===== config.mk =====
export PLATFORM = sky130hd
export DESIGN_NAME = stretched_pulse_tx_arbiter
export DESIGN_NICKNAME = d
export VERILOG_FILES = /design/src/rtl/stretched_pulse_tx_arbiter.sv
export SDC_FILE = /design/constraint.sdc
export NUM_CORES = 1
export LEC_CHECK = 0
export ABC_AREA = 1
export CAP_MARGIN = 20
export CORE_MARGIN = 4
export CORE_UTILIZATION = 47
export CTS_CLUSTER_SIZE = 25
export DETAILED_ROUTE_END_ITERATION = 12
export PLACE_DENSITY = 0.75
export SLEW_MARGIN = 20
export SYNTH_ARGS = -nofsm -noshare
export SYNTH_HDL_FRONTEND = slang
export SYNTH_SLANG_ARGS = --single-unit

===== constraint.sdc =====
create_clock -name wr_clk -period 1.7 [get_ports wr_clk]
set_input_delay 0.425 -clock wr_clk [delete_from_list [all_inputs] [get_ports wr_clk]]
set_output_delay 0.425 -clock wr_clk [all_outputs]
set_load 0.05 [all_outputs]

===== src/rtl/stretched_pulse_tx_arbiter.sv =====
// -----------------------------------------------------------------------------
// stretched_pulse_tx_arbiter
//
// Source-domain scheduler for a shared stretched-pulse CDC channel. It collects
// single-cycle event pulses from NREQ requesters into a pending register and
// grants them one at a time in round-robin order. For each grant it drives
// tx_pulse high for exactly STRETCH cycles, with tx_id held alongside. It then
// holds tx_pulse low for a guard gap, so the receive-side synchroniser and edge
// detector see every pulse as a separate event.
//
// Ports
//   wr_clk     in   1     source-domain clock
//   wr_resetn  in   1     asynchronous active-low reset
//   req_pulse  in   NREQ  single-cycle event per requester
//   clr_err    in   1     synchronous clear of drop_err
//   tx_pulse   out  1     registered stretched pulse to the CDC line
//   tx_id      out  ID_W  registered index of the granted requester
//   ack        out  NREQ  one-cycle pulse on the granted bit in its last high cycle
//   pending    out  NREQ  requests accepted but not yet granted
//   busy       out  1     high whenever the FSM is not in IDLE
//   drop_err   out  NREQ  sticky: an event merged into an already pending bit
// -----------------------------------------------------------------------------
module stretched_pulse_tx_arbiter #(
    parameter int NREQ    = 4,
    parameter int ID_W    = 2,
    parameter int STRETCH = 4,
    parameter int GAP     = 4
) (
    input  logic            wr_clk,
    input  logic            wr_resetn,
    input  logic [NREQ-1:0] req_pulse,
    input  logic            clr_err,
    output logic            tx_pulse,
    output logic [ID_W-1:0] tx_id,
    output logic [NREQ-1:0] ack,
    output logic [NREQ-1:0] pending,
    output logic            busy,
    output logic [NREQ-1:0] drop_err
);

    // The counter only ever holds STRETCH-1 or GAP-1 and counts down to zero.
    localparam int CNT_MAX = (STRETCH > GAP) ? STRETCH : GAP;
    localparam int CNT_W   = (CNT_MAX <= 2) ? 1 : $clog2(CNT_MAX);

    localparam logic [CNT_W-1:0] CNT_STRETCH = CNT_W'(STRETCH - 1);
    localparam logic [CNT_W-1:0] CNT_GAP     = CNT_W'(GAP - 1);
    localparam logic [ID_W-1:0]  ID_LAST     = ID_W'(NREQ - 1);

    typedef enum logic [1:0] {
        ST_IDLE = 2'd0,
        ST_SEND = 2'd1,
        ST_GAP  = 2'd2
    } state_t;

    // -------------------------------------------------------------------------
    // Registers
    // -------------------------------------------------------------------------
    state_t            state_q,    state_d;
    logic [CNT_W-1:0]  cnt_q,      cnt_d;
    logic [ID_W-1:0]   rr_ptr_q,   rr_ptr_d;
    logic [NREQ-1:0]   pending_q,  pending_d;
    logic [NREQ-1:0]   drop_err_q, drop_err_d;
    logic              tx_pulse_q, tx_pulse_d;
    logic [ID_W-1:0]   tx_id_q,    tx_id_d;
    logic [NREQ-1:0]   ack_q,      ack_d;
    logic              busy_q,     busy_d;

    // -------------------------------------------------------------------------
    // Round-robin search: rotate pending so that bit rr_ptr lands at bit 0,
    // take the lowest set bit, then rotate its offset back into an index.
    // -------------------------------------------------------------------------
    logic [2*NREQ-1:0] pend_dbl;
    logic              grant_found;
    logic [ID_W-1:0]   grant_id;
    logic              grant_fire;
    logic [NREQ-1:0]   grant_oh;

    always_comb begin
        int sum;
        pend_dbl    = {pending_q, pending_q} >> rr_ptr_q;
        grant_found = 1'b0;
        grant_id    = '0;
        sum         = 0;
        for (int off = 0; off < NREQ; off++) begin
            if (!grant_found && pend_dbl[off]) begin
                grant_found = 1'b1;
                sum         = int'(rr_ptr_q) + off;
                if (sum >= NREQ) begin
                    sum = sum - NREQ;
                end
                grant_id = ID_W'(sum);
            end
        end
    end

    // One-hot of the bit being granted this cycle (all zero when no grant).
    for (genvar gi = 0; gi < NREQ; gi++) begin : g_grant_oh
        assign grant_oh[gi] = grant_fire && (grant_id == ID_W'(gi));
    end

    // -------------------------------------------------------------------------
    // FSM: state register
    // -------------------------------------------------------------------------
    always_ff @(posedge wr_clk or negedge wr_resetn) begin
        if (!wr_resetn) begin
            state_q <= ST_IDLE;
            cnt_q   <= '0;
        end else begin
            state_q <= state_d;
            cnt_q   <= cnt_d;
        end
    end

    // -------------------------------------------------------------------------
    // FSM: next-state logic
    // -------------------------------------------------------------------------
    always_comb begin
        state_d    = state_q;
        cnt_d      = cnt_q;
        grant_fire = 1'b0;
        case (state_q)
            ST_IDLE: begin
                if (grant_found) begin
                    grant_fire = 1'b1;
                    state_d    = ST_SEND;
                    cnt_d      = CNT_STRETCH;
                end
            end
            ST_SEND: begin
                if (cnt_q == '0) begin
                    state_d = ST_GAP;
                    cnt_d   = CNT_GAP;
                end else begin
                    cnt_d = cnt_q - CNT_W'(1);
                end
            end
            ST_GAP: begin
                if (cnt_q == '0) begin
                    state_d = ST_IDLE;
                end else begin
                    cnt_d = cnt_q - CNT_W'(1);
                end
            end
            default: begin
                state_d = ST_IDLE;
                cnt_d   = '0;
            end
        endcase
    end

    // -------------------------------------------------------------------------
    // FSM: outputs, registered from the next state so that tx_pulse, busy and
    // ack come straight off flops and cannot glitch on the CDC line.
    // ack lands in the cycle the registered counter reads zero in SEND.
    // -------------------------------------------------------------------------
    always_comb begin
        tx_pulse_d = (state_d == ST_SEND);
        busy_d     = (state_d != ST_IDLE);
        tx_id_d    = grant_fire ? grant_id : tx_id_q;
        ack_d      = '0;
        for (int i = 0; i < NREQ; i++) begin
            if ((state_d == ST_SEND) && (cnt_d == '0) && (tx_id_d == ID_W'(i))) begin
                ack_d[i] = 1'b1;
            end
        end
    end

    // -------------------------------------------------------------------------
    // Pending / drop_err / round-robin pointer
    // -------------------------------------------------------------------------
    always_comb begin
        // A new event wins over the grant-clear on the same bit, so it stays
        // pending for a later transfer instead of being lost.
        pending_d  = (pending_q & ~grant_oh) | req_pulse;
        // A merge only counts as a drop when the bit is still waiting; the bit
        // being granted this cycle is re-armed instead.
        drop_err_d = (clr_err ? '0 : drop_err_q) | (req_pulse & pending_q & ~grant_oh);
        rr_ptr_d   = rr_ptr_q;
        if (grant_fire) begin
            rr_ptr_d = (grant_id == ID_LAST) ? '0 : grant_id + ID_W'(1);
        end
    end

    always_ff @(posedge wr_clk or negedge wr_resetn) begin
        if (!wr_resetn) begin
            pending_q  <= '0;
            drop_err_q <= '0;
            rr_ptr_q   <= '0;
            tx_pulse_q <= 1'b0;
            tx_id_q    <= '0;
            ack_q      <= '0;
            busy_q     <= 1'b0;
        end else begin
            pending_q  <= pending_d;
            drop_err_q <= drop_err_d;
            rr_ptr_q   <= rr_ptr_d;
            tx_pulse_q <= tx_pulse_d;
            tx_id_q    <= tx_id_d;
            ack_q      <= ack_d;
            busy_q     <= busy_d;
        end
    end

    assign tx_pulse = tx_pulse_q;
    assign tx_id    = tx_id_q;
    assign ack      = ack_q;
    assign pending  = pending_q;
    assign busy     = busy_q;
    assign drop_err = drop_err_q;

endmodule


==> run_results.csv <==
group,metric,value,unit
pwr,irDropWorstVdd,0.752,mV
place,place.port_buffers,22,
pwr,total_power,1.04,mW
detailed_routing,first_pass_iters,4,
yosys,synthTopCellsByCount,"36 x nand2_1, 22 x dfrtp_1, 21 x inv_1",
yosys,syn_area_per_cell,8.73,um2
worst_setup_path,reg2regPathDepth,14,
floorplanning,core,0.00257,mm2
worst_setup_path,crit_path_start_kind,"flop",
floorplanning,pin_count,23,
run,maxCapViolCount,0,
finish,fillers,110,
floorplanning,placementRows,18,
worst_setup_path,worstPathArrival,2220,ps
yosys,yosysMostFrequentCell,"nand2_1",
global_routing,grt_pass1_wl,6.41,mm
global_routing,grt_max_degree,23,
yosys,synthFlopType,"dfrtp_1",
yosys,yosys-top-cells-area,"dfrtp_1 42%, nand2_1 10%, ha_1 6.7%, inv_1 6.0%, nand2_2 4.3%",
pwr,power.density,463,mW/mm2
floorplanning,start_util,0.510,
clock_network,cts.sinks,22,
detailed_routing,via_per_inst,5.31,
yosys,yosysSeqAreaShare,0.421,
worst_setup_path,r2r_start,"rr_ptr_q[0]",
status,violations,"setup timing",
finish,area_growth,71.5,%
finish,utilization,0.874,
clock_network,numCtsBuffers,3,
place,routabilityCongestion,0.844,
finish,drive_gt1_frac,0.665,
place,post-dp-hpwl,2.24,mm
place,dpl_worst_slack,-309,ps
clock_network,ctsRootBufferMaster,"clkbuf_4",
yosys,syn_area,0.00131,mm2
timing,fin_crit_sh,1.17,
worst_setup_path,regToRegSetupSlack,-300,ps
worst_setup_path,worstSetupPathType,"flop to flop",
clock_network,cts_tree,"yes",
yosys,synthesis.nets,164,
yosys,synth_top_area_share,0.421,
hold_path,worstHoldPathType,"input port to asynchronous set/reset pin",
detailed_routing,drt_iter0_markers,51,
global_routing,grt-ovfl-total,0,
global_routing,grt_util_all_layers,0.236,
status,outcome,"complete, but fails checks",
clock_network,clk_pin_slew,140,ps
worst_setup_path,required,1920,ps
floorplanning,dieHeight,60.8,um
worst_setup_path,cp_max_fo,7,
timing,setup-tns-final,-3810,ps
yosys,synth_edf_count,0,
timing,rsz0062_at_grt,"true",
detailed_routing,wirelength,4.46,mm
timing,fmaxAchievable,501,MHz
clock_network,clock_path_buffers,2,
detailed_routing,ant_nets,0,
yosys,synthArstFlopShare,1.00,
pwr,leakagePower,1.06,nW
floorplanning,die_area,0.00369,mm2
finish,nNetsFinal,224,
clock_network,clock_latency,320,ps
detailed_routing,drc,0,
floorplanning,fp.dieW,60.8,um
global_routing,grt_pass1_vias,1370,
yosys,yosysWarnings,0,
clock_network,cts_max_level,1,
yosys,synth.distinct_cells,28,
clock_network,ctsHoldBuffers,0,
global_routing,antenna_found_initial,0,
timing,setup_violations,17,
timing,period_minus_slack,2000,ps
finish,diodes,0,
timing,slew_headroom,0.810,
detailed_routing,route.vias.total,1270,
worst_setup_path,r2r-end,"pending[2]",
timing,hold_viol,0,
detailed_routing,wl_per_cell,18.7,um
timing,tightestPinTransition,285,ps
timing,drv_slew,0,
yosys,synth_seq_cells,22,
timing,skew,14.7,ps
timing,setup_slack,-297,ps
yosys,syn_inst,150,
worst_setup_path,critPathCaptureType,"flop",
yosys,synth_area_leader_cell,"dfrtp_1",
## worst max-delay path, stage by stage (launching register included)
cell and delay, ps:
dfrtp_2 490, buf_12 150, nand2_2 70, nand3_2 90
nand2_4 150, inv_1 60, o21ai_1 140, nand2_1 100
nand2_2 110, a21oi_4 50, inv_2 110, ha_4 150
nand2_2 50, nand2_2 100, nand2_1 80
## worst max path at each step
| stage | start | endpoint | depth (start not counted) |
|---|---|---|---|
| after floorplan | pending[3] | drop_err[2] | 13 |
| after global placement | rr_ptr_q[0] | drop_err[1] | 15 |
| after detailed placement | rr_ptr_q[0] | drop_err[1] | 13 |
| after CTS | rr_ptr_q[0] | drop_err[0] | 15 |
| after global routing | rr_ptr_q[0] | ack[2] | 13 |
| final | rr_ptr_q[0] | pending[2] | 14 |
## registers in the layout, summed over array words and instances (netlist names)
name / flops
ack: 4
busy: 1
cnt_q: 2
drop_err: 4
pending: 4
rr_ptr_q: 2
state_q: 2
tx_id: 2
tx_pulse: 1
## cell type report
cell class	instances	area, um2	area share
repair buffers	57	543	0.242
clock inverters	1	30.0	0.0134
clock buffers	3	22.5	0.0100
inverters	27	134	0.0596
multi-input cells	99	920	0.410
flip-flops and latches	22	558	0.249
well taps	30	37.5	0.0167
## kinds of logic (layout without fill, tap and decap cells)
kind of cell | Yosys count | in the layout | synth area share
AND/OR/NAND/NOR | 76 | 76 | 0.340
buffers and inverters | 29 | 88 | 0.101
flip-flops | 22 | 22 | 0.421
AO/OA/AOI/OAI | 15 | 15 | 0.0640
adder cells (fa/ha/maj) | 7 | 7 | 0.0669
XOR/XNOR | 1 | 1 | 0.00669
## where the power goes
| part | switching (mW) | internal, mW |
|---|---|---|
| registers | 0.00504 | 0.531 |
| clock network | 0.171 | 0.239 |
| logic | 0.0591 | 0.0342 |
## what timing repair did
item / CTS / global route
endpoints found under the setup margin: 15 / 17
gates resized for setup: 41 / 47
gates cloned: 0 / 0
setup buffers: 15 / 9
pin swaps: 26 / 38
## metrics by stage
stage	instances	instance area [um2]	hold slack [ps]
after global placement	217	1710	522
after global routing	239	2240	444
after CTS	233	2010	449
after detailed placement	217	1710	532
after floorplan	150	1340	129
final	239	2240	428
## cells in the final DEF (no fill, tap or decap), types with 2 or more instances in the layout
| cell | count |
|---|---|
| o22ai_2 | 4 |
| nor2_1 | 3 |
| buf_4 | 36 |
| buf_12 | 5 |
| inv_2 | 3 |
| ha_1 | 3 |
| inv_6 | 2 |
| nand2_2 | 22 |
| dfrtp_1 | 16 |
| inv_1 | 18 |
| o21ai_1 | 3 |
| inv_4 | 2 |
| o21ai_0 | 3 |
| clkdlybuf4s50_1 | 6 |
| nand2_4 | 16 |
| clkbuf_4 | 3 |
| nand2_1 | 11 |
| nand3_2 | 6 |
| ha_4 | 4 |
| buf_6 | 10 |
| nor2_4 | 4 |
| nand3_4 | 3 |
| nand3_1 | 2 |
| nor2_2 | 3 |
| dfrtp_2 | 6 |
## layer usage
layer,GRT usage,wire [um],up-vias
li1,-,-,589
met2,0.426,2440,31
met4,0.124,80,0
met5,0,0,-
met3,0.0340,167,9
met1,0.267,1770,641
No activity file was read; power rests on OpenSTA's default activity.
